<file path="config.mk">
export PLATFORM = sky130hd
export DESIGN_NAME = half_adder
export DESIGN_NICKNAME = d
export VERILOG_FILES = /design/src/rtl/half_adder_pkg.sv /design/src/rtl/ha_cell.sv /design/src/rtl/half_adder.sv
export SDC_FILE = /design/constraint.sdc
export NUM_CORES = 1
export LEC_CHECK = 0
export BUFFER_PORTS_ARGS = -buffer_cell sky130_fd_sc_hd__buf_2
export CORE_MARGIN = 2
export CORE_UTILIZATION = 54
export DETAILED_ROUTE_END_ITERATION = 8
export HOLD_SLACK_MARGIN = 0.08
export PLACE_DENSITY = 0.81
export SLEW_MARGIN = 20
export SYNTH_ARGS = -nofsm -noshare
export SYNTH_HDL_FRONTEND = slang
export SYNTH_SLANG_ARGS = --single-unit
</file>
<file path="constraint.sdc">
create_clock -name clk -period 2.83 [get_ports clk]
set_input_delay 0.283 -clock clk [delete_from_list [all_inputs] [get_ports clk]]
set_output_delay 0.283 -clock clk [all_outputs]
set_load 0.05 [all_outputs]
</file>
<file path="src/rtl/half_adder_pkg.sv">
// Shared constants and helpers for the half-adder block.
// Combinational helpers only; no state, no latency, no flow control.
// Callers zero-extend narrower vectors to HA_MAX_WIDTH before popcount.
package half_adder_pkg;

    localparam int HA_MAX_WIDTH = 64;
    localparam int HA_POP_W     = 7;

    function automatic logic [HA_POP_W-1:0] popcount(input logic [HA_MAX_WIDTH-1:0] v);
        logic [HA_POP_W-1:0] n;
        n = '0;
        for (int i = 0; i < HA_MAX_WIDTH; i++) begin
            n = n + HA_POP_W'(v[i]);
        end
        return n;
    endfunction

endpackage

</file>
<file path="src/rtl/ha_cell.sv">
// Single-lane half adder: s = a ^ b, c = a & b.
// Purely combinational, zero latency.
// No flow control; the caller qualifies the result.
module ha_cell (
    input  logic a,
    input  logic b,
    output logic s,
    output logic c
);

    assign s = a ^ b;
    assign c = a & b;

endmodule

</file>
<file path="src/rtl/half_adder.sv">
// Registered WIDTH-lane half adder with carry_any flag and saturating carry-lane counter.
// Latency 1 cycle (REG_IN=0) or 2 cycles (REG_IN=1) from in_valid to out_valid.
// No backpressure: every in_valid beat produces exactly one out_valid beat unless reset intervenes.
module half_adder
    import half_adder_pkg::*;
#(
    parameter int WIDTH  = 1,
    parameter int CNT_W  = 16,
    parameter int REG_IN = 0
) (
    input  logic             clk,
    input  logic             rst_n,
    input  logic             in_valid,
    input  logic [WIDTH-1:0] a,
    input  logic [WIDTH-1:0] b,
    input  logic             clr_cnt,
    output logic             out_valid,
    output logic [WIDTH-1:0] s,
    output logic [WIDTH-1:0] c,
    output logic             carry_any,
    output logic [CNT_W-1:0] carry_count
);

    typedef logic [CNT_W-1:0] cnt_t;
    localparam cnt_t CNT_MAX = '1;
    localparam int   SUM_W   = CNT_W + HA_POP_W;

    logic             stg_vld;
    logic [WIDTH-1:0] stg_a;
    logic [WIDTH-1:0] stg_b;
    logic [WIDTH-1:0] s_next;
    logic [WIDTH-1:0] c_next;
    logic [HA_POP_W-1:0] c_pop;
    logic [SUM_W-1:0]    cnt_sum;
    cnt_t                cnt_sat;

    generate
        if (REG_IN != 0) begin : g_in_reg
            logic             vld_q;
            logic [WIDTH-1:0] a_q;
            logic [WIDTH-1:0] b_q;

            // Operands load only on valid beats so idle X never enters the pipe.
            always_ff @(posedge clk or negedge rst_n) begin
                if (!rst_n) begin
                    vld_q <= 1'b0;
                    a_q   <= '0;
                    b_q   <= '0;
                end else begin
                    vld_q <= in_valid;
                    if (in_valid) begin
                        a_q <= a;
                        b_q <= b;
                    end
                end
            end

            assign stg_vld = vld_q;
            assign stg_a   = a_q;
            assign stg_b   = b_q;
        end else begin : g_no_in_reg
            assign stg_vld = in_valid;
            assign stg_a   = a;
            assign stg_b   = b;
        end
    endgenerate

    generate
        for (genvar i = 0; i < WIDTH; i++) begin : g_lane
            ha_cell u_cell (
                .a (stg_a[i]),
                .b (stg_b[i]),
                .s (s_next[i]),
                .c (c_next[i])
            );
        end
    endgenerate

    assign c_pop = popcount(HA_MAX_WIDTH'(c_next));

    // Sum is wide enough that a full-lane add on a saturated count cannot overflow.
    always_comb begin
        cnt_sum = {{HA_POP_W{1'b0}}, carry_count} + SUM_W'(c_pop);
        cnt_sat = cnt_sum[CNT_W-1:0];
        if (cnt_sum > SUM_W'(CNT_MAX)) begin
            cnt_sat = CNT_MAX;
        end
    end

    always_ff @(posedge clk or negedge rst_n) begin
        if (!rst_n) begin
            out_valid <= 1'b0;
            s         <= '0;
            c         <= '0;
            carry_any <= 1'b0;
        end else begin
            out_valid <= stg_vld;
            carry_any <= stg_vld & (|c_next);
            if (stg_vld) begin
                s <= s_next;
                c <= c_next;
            end
        end
    end

    // Clear wins over a same-cycle increment.
    always_ff @(posedge clk or negedge rst_n) begin
        if (!rst_n) begin
            carry_count <= '0;
        end else if (clr_cnt) begin
            carry_count <= '0;
        end else if (stg_vld) begin
            carry_count <= cnt_sat;
        end
    end

endmodule

</file>
==> results of run 1 <==
flip-flops by register name, indices dropped and copies added, names as in the netlist:
name	flops
s	1
carry_count	16
c	1
carry_any	1
out_valid	1
Yosys cell counts:
library cell	instances	area share, %
nand3_1	5	2.5
and3_1	4	2.5
and2_1	1	0.62
dfrtp_1	20	50
and4_1	1	0.87
a21oi_1	7	3.5
buf_1	1	0.37
clkbuf_1	2	0.75
nor2_1	8	3.0
a31oi_1	8	5.0
nor3b_1	1	0.75
a41oi_1	1	0.87
nand3_2	1	1.0
inv_1	2	0.75
nor2b_1	1	0.62
nor3_1	4	2.0
ha_1	3	3.7
nor4_4	2	4.2
a311oi_1	2	1.7
nand3_4	1	1.7
mux2_2	2	2.2
and4b_1	1	1.0
nand2_1	3	1.1
o21bai_1	4	3.0
a211oi_1	8	6.0
buf_2	1	0.50
per-stage QoR:
step / area, um2 / util [%] / setup slack (ns)
floorplan: 1006 / - / 1.046
global placement: 1146 / 65.66 / 1.062
detailed placement: 1146 / 65.66 / 0.9926
CTS: 1192 / 68.32 / 1.113
global route: 1192 / 68.32 / 0.9870
finish: 1192 / 68.32 / 1.128
kinds of logic after synthesis:
kind of cell / Yosys count / share of synthesized area [%]
AND/OR/NAND/NOR: 33 / 21.89
AO/OA/AOI/OAI: 30 / 20.03
flip-flops: 20 / 49.75
buffers and inverters: 6 / 2.363
adder cells (fa/ha/maj): 3 / 3.732
multiplexers: 2 / 2.239
repair_timing:
action	4_1_cts	5_1_grt
hold endpoints to repair	20	0
gates resized for setup	0	0
hold buffers	1	0
cell type report:
| class | instances | area (um2) | share of cell area, % |
|---|---|---|---|
| multi-input combinational | 68 | 481.7 | 40.40 |
| inverter | 2 | 7.507 | 0.6296 |
| clock buffer | 4 | 36.28 | 3.043 |
| timing repair buffer | 26 | 135.1 | 11.33 |
| tap | 25 | 31.28 | 2.623 |
| sequential | 20 | 500.5 | 41.97 |
routing by layer:
layer	wire [um]	vias up
met5	0	-
met4	38	0
met3	119	7
met2	1041	38
met1	947	419
li1	-	412
power breakdown:
group | switching, mW | leakage [nW] | internal, mW
logic | 0.0409 | 0.312 | 0.0149
registers | 0.00332 | 0.272 | 0.292
clock network | 0.0922 | 0.0210 | 0.0785
total | 0.136 | 0.605 | 0.385
worst min path at each step:
stage | endpoint | startpoint | slack (ns)
floorplan | c | rst_n | -0.01
global placement | carry_count[3] | rst_n | 0.25
detailed placement | carry_count[2] | rst_n | 0.26
CTS | out_valid | in_valid | 0.20
global route | out_valid | in_valid | 0.20
finish | out_valid | in_valid | 0.20
==> impl_results.md, run 1 <==
* Status: finished clean
* Floorplan die area at 2224 um2
* Number of antenna violations at the first check in global routing at 0
* Count of state elements after synthesis at 20
* Number of setup buffers added after CTS at 0
* Global-route met2 utilization at 37.26%
* Clock buffer count from CTS at 3
* Routed Wire Length at 2146 um
* Post-placement cell count at 140
* Top Ports at 26
* Total power after layout at 0.5215 mW
* X dimension of the die at 47.16 um
* Pin count of the biggest net entering global routing at 21
* Via total after detailed routing at 876
* Critical path required time at 3.04 ns
* HPWL after detailed placement at 1474 um
* Post-Synthesis Net Count at 103
* End point of the critical path: carry_count[0]
* Worst path depth at 5
* Commonest cells after routing, fill and taps aside: buf_2 (25), dfrtp_1 (20), nor2_1 (8), a211oi_1 (8), a31oi_1 (8)
* CTS HTree Levels at 1
* Synthesized area per cell at 10.70 um2
* Total number of nets in the final design at 130
* Number of standard cells in the layout, taps in and fillers out at 145
* Path class of the lowest-slack min-delay path: input pin to flop
* Number of failing setup endpoints in the final timing report at 0
* Unrepaired setup endpoints after global routing: no
* Number of violations reported at the end of detailed-routing iteration 0 at 8
* GR peak layer: met2
* Final hold slack at 0.1980 ns
* Arrival time at the worst endpoint at 1.91 ns
* Fraction of the cycle the final worst path needs at 60.15%
* Critical path's largest stage delay at 0.42 ns
* Crit start category: flop
* First-pass GRT wire length at 3470 um
* Maximum fanout encountered on the critical timing path at 11
* Cells after Synth at 94
* Remaining antenna violation count after routing at 0
* Clock tree from TritonCTS: built
* Port buffer count at 25
* Distinct cell type count after synthesis at 26
* Slowest cell on the critical path: dfrtp_1
* Max Cap Viol at 0
* Reg2reg setup slack at 1.13 ns
* Congestion Overflow GR at 0
* Peak ir drop on the vdd network at 295.2 uV
* Commonest non-fill, non-tap cell in the layout: buf_2
* Pre-Repair DR Iteration Count at 4
* Total Negative Setup Slacks at 0 ns
* Overall Global Routing Usage at 22.13%
* Synth warnings at 0
* Number of antenna cells inserted at 0
* Time the worst path needs with I/O delays and setup at 1.702 ns
* Power density relative to cell area at 437.4 nW/um2
* Via count of the first global-routing pass at 821
* Hold violation total from the final report at 0
* WHS Path Cells at 1
* Met1 track demand over resource at 29.20%
* Fill count at 149
* Drt drc at 0
* Clock latency at the later pin of the worst-skew pair at 0.30 ns
* Total standard cell area after synthesis at 1006 um2
* Portion of the post-synthesis area used by sequential elements at 49.75%
* Static leakage power at 0.6050 nW
* Ordered cell list for the critical path: ha_1 > nand2_1 > nor2_1 > nand3_1 > a311oi_1
* Global Route met3 Usage at 3.462%
* Worst-Margin Slew at 0.4510 ns
* Worst slew margin relative to its limit at 69.93%
* Clock Skew at 0.0009411 ns
* Bufs on Longest Clock Path at 2
* Crit Reg-Reg Startpoint: carry_count[0]
* Num rows at 15
* Routability-driven placement congestion ratio at 0.7628
* Worst r2r path cells at 5
* Destination of the worst register-to-register timing path: carry_count[0]
* Via count normalized by instance count at 6.041
* Achievable Freq at 587.5 MHz
* Final count of pins violating max slew at 0
* Buffer and inverter count on the worst path at 0
* Initial Utilization at 57.63%
* Area grow syn2layout at 18.53%
* Core outline area at 1745 um2
* Worst path top cell family by delay: simple AND/OR/NAND/NOR gates
* Classification of the worst setup path: flop to flop
* Chip height at 47.16 um
* Wire length per cell at 14.80 um
* Crit. Startpoint: carry_count[0]
* Endpoint kind of the worst setup timing path: flop
* CTS root buffer: clkbuf_4
* Fraction of final layout cells with drive strength greater than 1 at 29.17%
* Clock slew at reported path FFs at 0.12 ns
* Clock Sink Count at 20
Note: power is estimated with default switching activity, not from simulation.
==> inputs of run 2 (changes only) <==
--- a/config.mk
+++ b/config.mk
@@ -5,12 +5,13 @@
 export SDC_FILE = /design/constraint.sdc
 export NUM_CORES = 1
 export LEC_CHECK = 0
+export ABC_AREA = 1
 export BUFFER_PORTS_ARGS = -buffer_cell sky130_fd_sc_hd__buf_2
 export CORE_MARGIN = 2
-export CORE_UTILIZATION = 54
+export CORE_UTILIZATION = 48
 export DETAILED_ROUTE_END_ITERATION = 8
 export HOLD_SLACK_MARGIN = 0.08
-export PLACE_DENSITY = 0.81
+export PLACE_DENSITY = 0.74
 export SLEW_MARGIN = 20
 export SYNTH_ARGS = -nofsm -noshare
 export SYNTH_HDL_FRONTEND = slang
==> constraint.sdc (replaced) <==
create_clock -name clk -period 1.45 [get_ports clk]
set_input_delay 0.145 -clock clk [delete_from_list [all_inputs] [get_ports clk]]
set_output_delay 0.145 -clock clk [all_outputs]
set_load 0.05 [all_outputs]
==> impl_results.md, run 2 <==
* Total power after layout at 1.156 mW (+120%)
* HPWL after detailed placement at 2092 um (+42%)
* Status: finished clean
* Count of state elements after synthesis at 20 (unchanged)
* First-pass GRT wire length at 5099 um (+47%)
* Flip-flop cell with the highest count after synthesis: dfrtp_1
* Area grow syn2layout at 27.90%
* Critical path's largest stage delay at 0.43 ns (about the same)
* Routed Wire Length at 2925 um (+36%)
* Cells after Synth at 184 (+96%)
* Number of violations reported at the end of detailed-routing iteration 0 at 59 (+51)
* Number of flip-flops under the largest register name at 16 (unchanged)
* Post-placement cell count at 239 (+71%)
* Worst-Margin Slew at 0.4429 ns (-0.008033 ns)
* Slowest cell on the critical path: dfrtp_2
* Ordered cell list for the critical path: nand2_1 > nor3_4 > buf_4 > nand3_4 > nand2_1 > nand2_1 > o21ai_0
* Total standard cell area after synthesis at 1274 um2 (+27%)
* Achievable Freq at 727.2 MHz (+24%)
* Distinct cell type count after synthesis at 22 (-15%)
* Clock tree from TritonCTS: built
* Unrepaired setup endpoints after global routing: yes
* Total Negative Setup Slacks at 0 ns (unchanged)
* Classification of the worst setup path: flop to flop
* Arrival time at the worst endpoint at 1.61 ns (-0.30 ns)
* Wire length per cell at 11.79 um (-20%)
* Clock Sink Count at 20 (unchanged)
* Endpoint kind of the worst setup timing path: flop
* Placed instance area at 1490 um2 (+30%)
* Combinational family with the most area after synthesis: simple AND/OR/NAND/NOR gates
* Max Cap Viol at 0 (unchanged)
* Simple-gate area share of the yosys netlist at 40.37% (+18 points)
* Dominant cell type by area after synthesis: dfrtp_1
* Synth area leaders: dfrtp_1 (39%), nand2_1 (24%), inv_1 (5.9%), nand3_1 (4.7%), nor2_1 (4.7%)
* Post-synth top area share at 39.29% (-10 points)
* Number of failing setup endpoints in the final timing report at 0 (unchanged)
* Port buffer count at 25 (unchanged)
* Maximum fanout encountered on the critical timing path at 6 (-5)
* Commonest cells after routing, fill and taps aside: nand2_1 (81), buf_2 (25), inv_1 (19)
* Fraction of final layout cells with drive strength greater than 1 at 31.19% (+2.0 points)
* Via count of the first global-routing pass at 1,166 (+42%)
* Hold violation total from the final report at 0 (unchanged)
* Chip height at 55.51 um (+18%)
* Number of antenna violations at the first check in global routing at 0 (unchanged)
* Pre-CTS worst setup slack at -0.07818 ns (-1.071 ns)
* Floorplan die area at 3081 um2 (+39%)
* Top register by number of flip-flops: carry_count
* Via count normalized by instance count at 5.040 (-17%)
* Drt drc at 0 (unchanged)
* Clock latency at the later pin of the worst-skew pair at 0.31 ns (about the same)
* Routability-driven placement congestion ratio at 0.9135 (+20%)
* Synth warnings at 0 (unchanged)
* Portion of the post-synthesis area used by sequential elements at 39.29% (-10 points)
* Critical path required time at 1.68 ns (-1.36 ns)
* Synth Area in Adders at 2.947% (-0.78 points)
* Overall Global Routing Usage at 20.19% (-1.9 points)
* Number of antenna cells inserted at 0 (unchanged)
* Post-Synthesis Net Count at 193 (+87%)
* Core outline area at 2500 um2 (+43%)
* Bufs on Longest Clock Path at 2 (unchanged)
* Final worst-path setup slack at 0.07488 ns (-1.053 ns)
* Clock slew at reported path FFs at 0.13 ns (about the same)
* Mux contribution to synthesized area at 0% (-2.2 points)
* Num rows at 18 (+3)
* Peak ir drop on the vdd network at 680.7 uV (+130%)
* Time the worst path needs with I/O delays and setup at 1.375 ns (-0.3270 ns)
* CTS HTree Levels at 1 (unchanged)
* Power density relative to cell area at 709.3 nW/um2 (+62%)
* CTS root buffer: clkbuf_4
* Total number of nets in the final design at 228 (+75%)
* Post-Synth XOR/XNOR Area at 4.126% (+4.1 points)
* Most common cell on crit path: nand2_1
* Compound-Gate Fraction of Synth Area at 5.206% (-15 points)
* Static leakage power at 0.9165 nW (+51%)
* Synthesized area per cell at 6.922 um2 (-35%)
* Path class of the lowest-slack min-delay path: input pin to flop
* Fill count at 210 (+41%)
* Fraction of the core area covered by cells at the end of the flow at 65.17% (-3.2 points)
* Number of flops mapped to enable cells by yosys at 0 (unchanged)
* Fraction of the cycle the final worst path needs at 94.84% (+35 points)
* X dimension of the die at 55.51 um (+18%)
* Pin count of the biggest net entering global routing at 21 (unchanged)
* Remaining antenna violation count after routing at 0 (unchanged)
* Worst slew margin relative to its limit at 70.47% (+0.54 points)
* Via total after detailed routing at 1,250 (+43%)
* Congestion Overflow GR at 0 (unchanged)
* Initial Utilization at 50.95% (-6.7 points)
* Final count of pins violating max slew at 0 (unchanged)
* Commonest non-fill, non-tap cell in the layout: nand2_1
* Top Ports at 26 (unchanged)
* Crit start category: flop
* Async set-reset flop share out of synthesis at 100.0% (unchanged)
* Clock Skew at 0.007227 ns (+0.006286 ns)
* Final hold slack at 0.1435 ns (-0.05450 ns)
* Pre-Repair DR Iteration Count at 4 (unchanged)
* Clock buffer count from CTS at 3 (unchanged)
* Commonest cells in the netlist: nand2_1 (82), dfrtp_1 (20), inv_1 (20), nor2_1 (16), nand3_1 (12)
* Finished Cell Area at 1629 um2 (+37%)
* Count leader, synth: nand2_1
* Number of standard cells in the layout, taps in and fillers out at 248 (+71%)
run 2: cell types whose count changed in the layout (fill, tap and decap cells not counted), sizes merged, moves of 5 or more:
cell / delta
nor2: +9
inv: +18
o21ai: +10
a211oi: -8
xor2: +5
a21oi: -7
buf: +5
nand3: +7
a31oi: -8
nand2: +83
run 2: cells by family (layout without fill, tap and decap cells):
family / count (synthesis) / count (layout)
fa+ha+maj: 3 / 3
buf+inv: 24 / 57
xor+xnor: 6 / 6
flops: 20 / 20
simple gates: 119 / 120
compound gates: 12 / 12
run 2: per-layer routing:
metal	vias to the layer above	global-route usage, %	part of all wire (%)
met2	42	32.65	47
met5	-	0	0
met1	566	28.44	47
met3	2	2.810	5.6
li1	640	-	-
met4	0	5.226	0.51
run 2: final cells by class:
cell class | instances | area (um2) | area share [%]
multi-input cells | 141 | 753.2 | 46.24
flip-flops and latches | 20 | 519.2 | 31.87
repair buffers | 32 | 182.7 | 11.21
inverters | 21 | 83.83 | 5.146
well taps | 30 | 37.54 | 2.304
clock inverters | 1 | 30.03 | 1.843
clock buffers | 3 | 22.52 | 1.382
run 2: final timing paths:
check                               startpoint         endpoint  slack [ns]  depth (start not counted)
worst max-delay path            carry_count[8]   carry_count[5]        0.07                          7
worst max register to register  carry_count[8]   carry_count[5]        0.07                          7
max in group asynchronous                rst_n  carry_count[11]        0.83                          2
min in group asynchronous                rst_n   carry_count[2]        0.29                          2
worst min-delay path                   clr_cnt   carry_count[3]        0.14                          4
worst min register to register               s                s        0.48                          2
run 2: what timing repair did:
item	4_1_cts	5_1_grt
hold endpoints to repair	22	0
hold buffers	2	0
endpoints found under the setup margin	0	16
buffers inserted	0	2
gates resized for setup	0	13
run 2: critical path, delay by kind of cell, from the launching register on:
kind                   cells  cell delay (ns)
AND/OR/NAND/NOR            5             0.64
flip-flops                 1             0.43
buffers and inverters      1             0.17
AO/OA/AOI/OAI              1             0.06
run 2: power by group:
group / leakage [nW] / internal (mW) / total (mW) / switching (mW)
clock: 0.0279 / 0.279 / 0.472 / 0.192
sequential: 0.249 / 0.568 / 0.575 / 0.00706
combinational: 0.640 / 0.0293 / 0.109 / 0.0797
total: 0.916 / 0.876 / 1.16 / 0.279
==> inputs of run 3 (changes only) <==
--- a/config.mk
+++ b/config.mk
@@ -5,10 +5,9 @@
 export SDC_FILE = /design/constraint.sdc
 export NUM_CORES = 1
 export LEC_CHECK = 0
-export ABC_AREA = 1
 export BUFFER_PORTS_ARGS = -buffer_cell sky130_fd_sc_hd__buf_2
 export CORE_MARGIN = 2
-export CORE_UTILIZATION = 48
+export CORE_UTILIZATION = 46
 export DETAILED_ROUTE_END_ITERATION = 8
 export HOLD_SLACK_MARGIN = 0.08
 export PLACE_DENSITY = 0.74
==> impl_results.md, run 3 (synthesized netlist as in run 1, its figures left out) <==
* Drt drc at 0 (unchanged)
* Clock buffer count from CTS at 3 (unchanged)
* Congestion Overflow GR at 0 (unchanged)
* Pin count of the biggest net entering global routing at 21 (unchanged)
* Remaining antenna violation count after routing at 0 (unchanged)
* Core outline area at 2022 um2 (-19%)
* Bufs on Longest Clock Path at 2 (unchanged)
* Slowest cell on the critical path: dfrtp_2
* Wire length per cell at 16.06 um (+36%)
* Commonest cells after routing, fill and taps aside: buf_2 (25), buf_4 (23), dfrtp_2 (16)
* Endpoint kind of the worst setup timing path: flop
* Area grow syn2layout at 53.61%
* Total number of nets in the final design at 155 (-32%)
* Arrival time at the worst endpoint at 1.73 ns (+0.12 ns)
* Critical path's largest stage delay at 0.42 ns (about the same)
* Placed instance area at 1344 um2 (-9.8%)
* Final worst-path setup slack at -0.07105 ns (-0.1459 ns)
* Crit start category: flop
* Hold violation total from the final report at 0 (unchanged)
* Number of flip-flops under the largest register name at 16 (unchanged)
* X dimension of the die at 50.77 um (-8.5%)
* Critical path required time at 1.66 ns (-0.02 ns)
* Buffer and inverter count on the worst path at 1 (unchanged)
* Power density relative to cell area at 677.9 nW/um2 (-4.4%)
* Classification of the worst setup path: flop to flop
* Number of antenna violations at the first check in global routing at 0 (unchanged)
* Routability-driven placement congestion ratio at 0.7466 (-18%)
* Number of antenna cells inserted at 0 (unchanged)
* Number of failing setup endpoints in the final timing report at 7 (+7)
* Achievable Freq at 657.4 MHz (-9.6%)
* Clock Sink Count at 20 (unchanged)
* Commonest non-fill, non-tap cell in the layout: buf_2
* Clock latency at the later pin of the worst-skew pair at 0.31 ns (about the same)
* Clock Skew at 0.005064 ns (-0.002163 ns)
* Top Ports at 26 (unchanged)
* Final count of pins violating max slew at 0 (unchanged)
* Total power after layout at 1.048 mW (-9.3%)
* Routed Wire Length at 2762 um (-5.6%)
* Maximum fanout encountered on the critical timing path at 5 (-1)
* Number of violations reported at the end of detailed-routing iteration 0 at 15 (-75%)
* Worst slew margin relative to its limit at 70.48% (about the same)
* Floorplan die area at 2577 um2 (-16%)
* Unrepaired setup endpoints after global routing: yes
* Chip height at 50.77 um (-8.5%)
* Pre-Repair DR Iteration Count at 6 (+2)
* Static leakage power at 0.7054 nW (-23%)
* Fraction of final layout cells with drive strength greater than 1 at 64.14% (+33 points)
* Status: complete, but fails checks
* Post-placement cell count at 157 (-34%)
* Ordered cell list for the critical path: ha_4 > nand2_1 > nor2_1 > nand3_2 > buf_4 > a211oi_1
* Peak ir drop on the vdd network at 574.7 uV (-16%)
* Clock tree from TritonCTS: built
* CTS HTree Levels at 1 (unchanged)
* Fraction of the cycle the final worst path needs at 104.9% (+10 points)
* Path class of the lowest-slack min-delay path: input pin to flop
* Time the worst path needs with I/O delays and setup at 1.521 ns (+0.1459 ns)
* Via count normalized by instance count at 5.669 (+12%)
* Reg2reg setup slack at -0.07 ns (-0.15 ns)
* HPWL after detailed placement at 1784 um (-15%)
* Violations in the final reports: negative setup slack
* Worst path top cell family by delay: simple AND/OR/NAND/NOR gates
* Num rows at 16 (-2)
* Clock slew at reported path FFs at 0.12 ns (about the same)
* Via count of the first global-routing pass at 907 (-22%)
* CTS root buffer: clkbuf_4
* Total Negative Setup Slacks at -0.2437 ns (-0.2437 ns)
* Port buffer count at 25 (unchanged)
* Top register by number of flip-flops: carry_count
* Via total after detailed routing at 975 (-22%)
* Worst-Margin Slew at 0.4428 ns (-0.0001130 ns)
* First-pass GRT wire length at 4202 um (-18%)
* Final hold slack at 0.1637 ns (+0.02017 ns)
* Initial Utilization at 49.75% (-1.2 points)
* Finished Cell Area at 1545 um2 (-5.1%)
* Overall Global Routing Usage at 22.47% (+2.3 points)
* Number of standard cells in the layout, taps in and fillers out at 172 (-31%)
* Max Cap Viol at 0 (unchanged)
==> run 3: routing by layer <==
layer / track usage [%] / part of all wire [%] / vias up
li1: - / - / 466
met1: 27.86 / 43 / 479
met5: 0 / 0 / -
met3: 4.762 / 4.2 / 7
met4: 9.910 / 2.2 / 0
met2: 37.50 / 51 / 23
==> run 3: final cells by class <==
type | count | area (um2)
Clock buffer | 4 | 36.28
Fill cell | 143 | 476.7
Inverter | 2 | 7.507
Multi-Input combinational cell | 68 | 618.1
Sequential cell | 20 | 520.5
Tap cell | 27 | 33.78
Timing Repair Buffer | 51 | 329.1
==> run 3: worst paths after layout <==
check,start,to,cells past startpoint
min in group asynchronous,rst_n,out_valid,2
max,carry_count[0],carry_count[15],6
min,b,s,3
min reg2reg,c,c,1
max reg2reg,carry_count[0],carry_count[15],6
max in group asynchronous,rst_n,carry_count[10],2
==> run 3: worst register-to-register path, cell delays in order (launching register included) <==
cell and delay [ns]:
dfrtp_2 0.42, ha_4 0.15, nand2_1 0.07, nor2_1 0.18
nand3_2 0.17, buf_4 0.19, a211oi_1 0.25
==> run 3: what timing repair did <==
action | 4_1_cts | 5_1_grt
setup endpoints to repair | 14 | 14
hold buffers | 2 | 0
pin swaps | 5 | 5
setup buffers | 5 | 4
hold endpoints to repair | 21 | 0
gates resized for setup | 4 | 10
cloned | 0 | 0
==> run 3: report_power, final <==
| part | internal (mW) | leakage, nW | total, mW | switching [mW] |
|---|---|---|---|---|
| registers | 0.569 | 0.246 | 0.577 | 0.00795 |
| logic | 0.0416 | 0.439 | 0.135 | 0.0934 |
| clock network | 0.154 | 0.0210 | 0.335 | 0.181 |
==> run 3: through the flow <==
step                      utilization (%)  worst slack, ns
after global routing                76.42          -0.1815
after global placement              66.46          -0.1279
after floorplan                         -          -0.1122
after detailed placement            66.46          -0.1618
final                               76.42         -0.07105
after CTS                           72.22         -0.07289
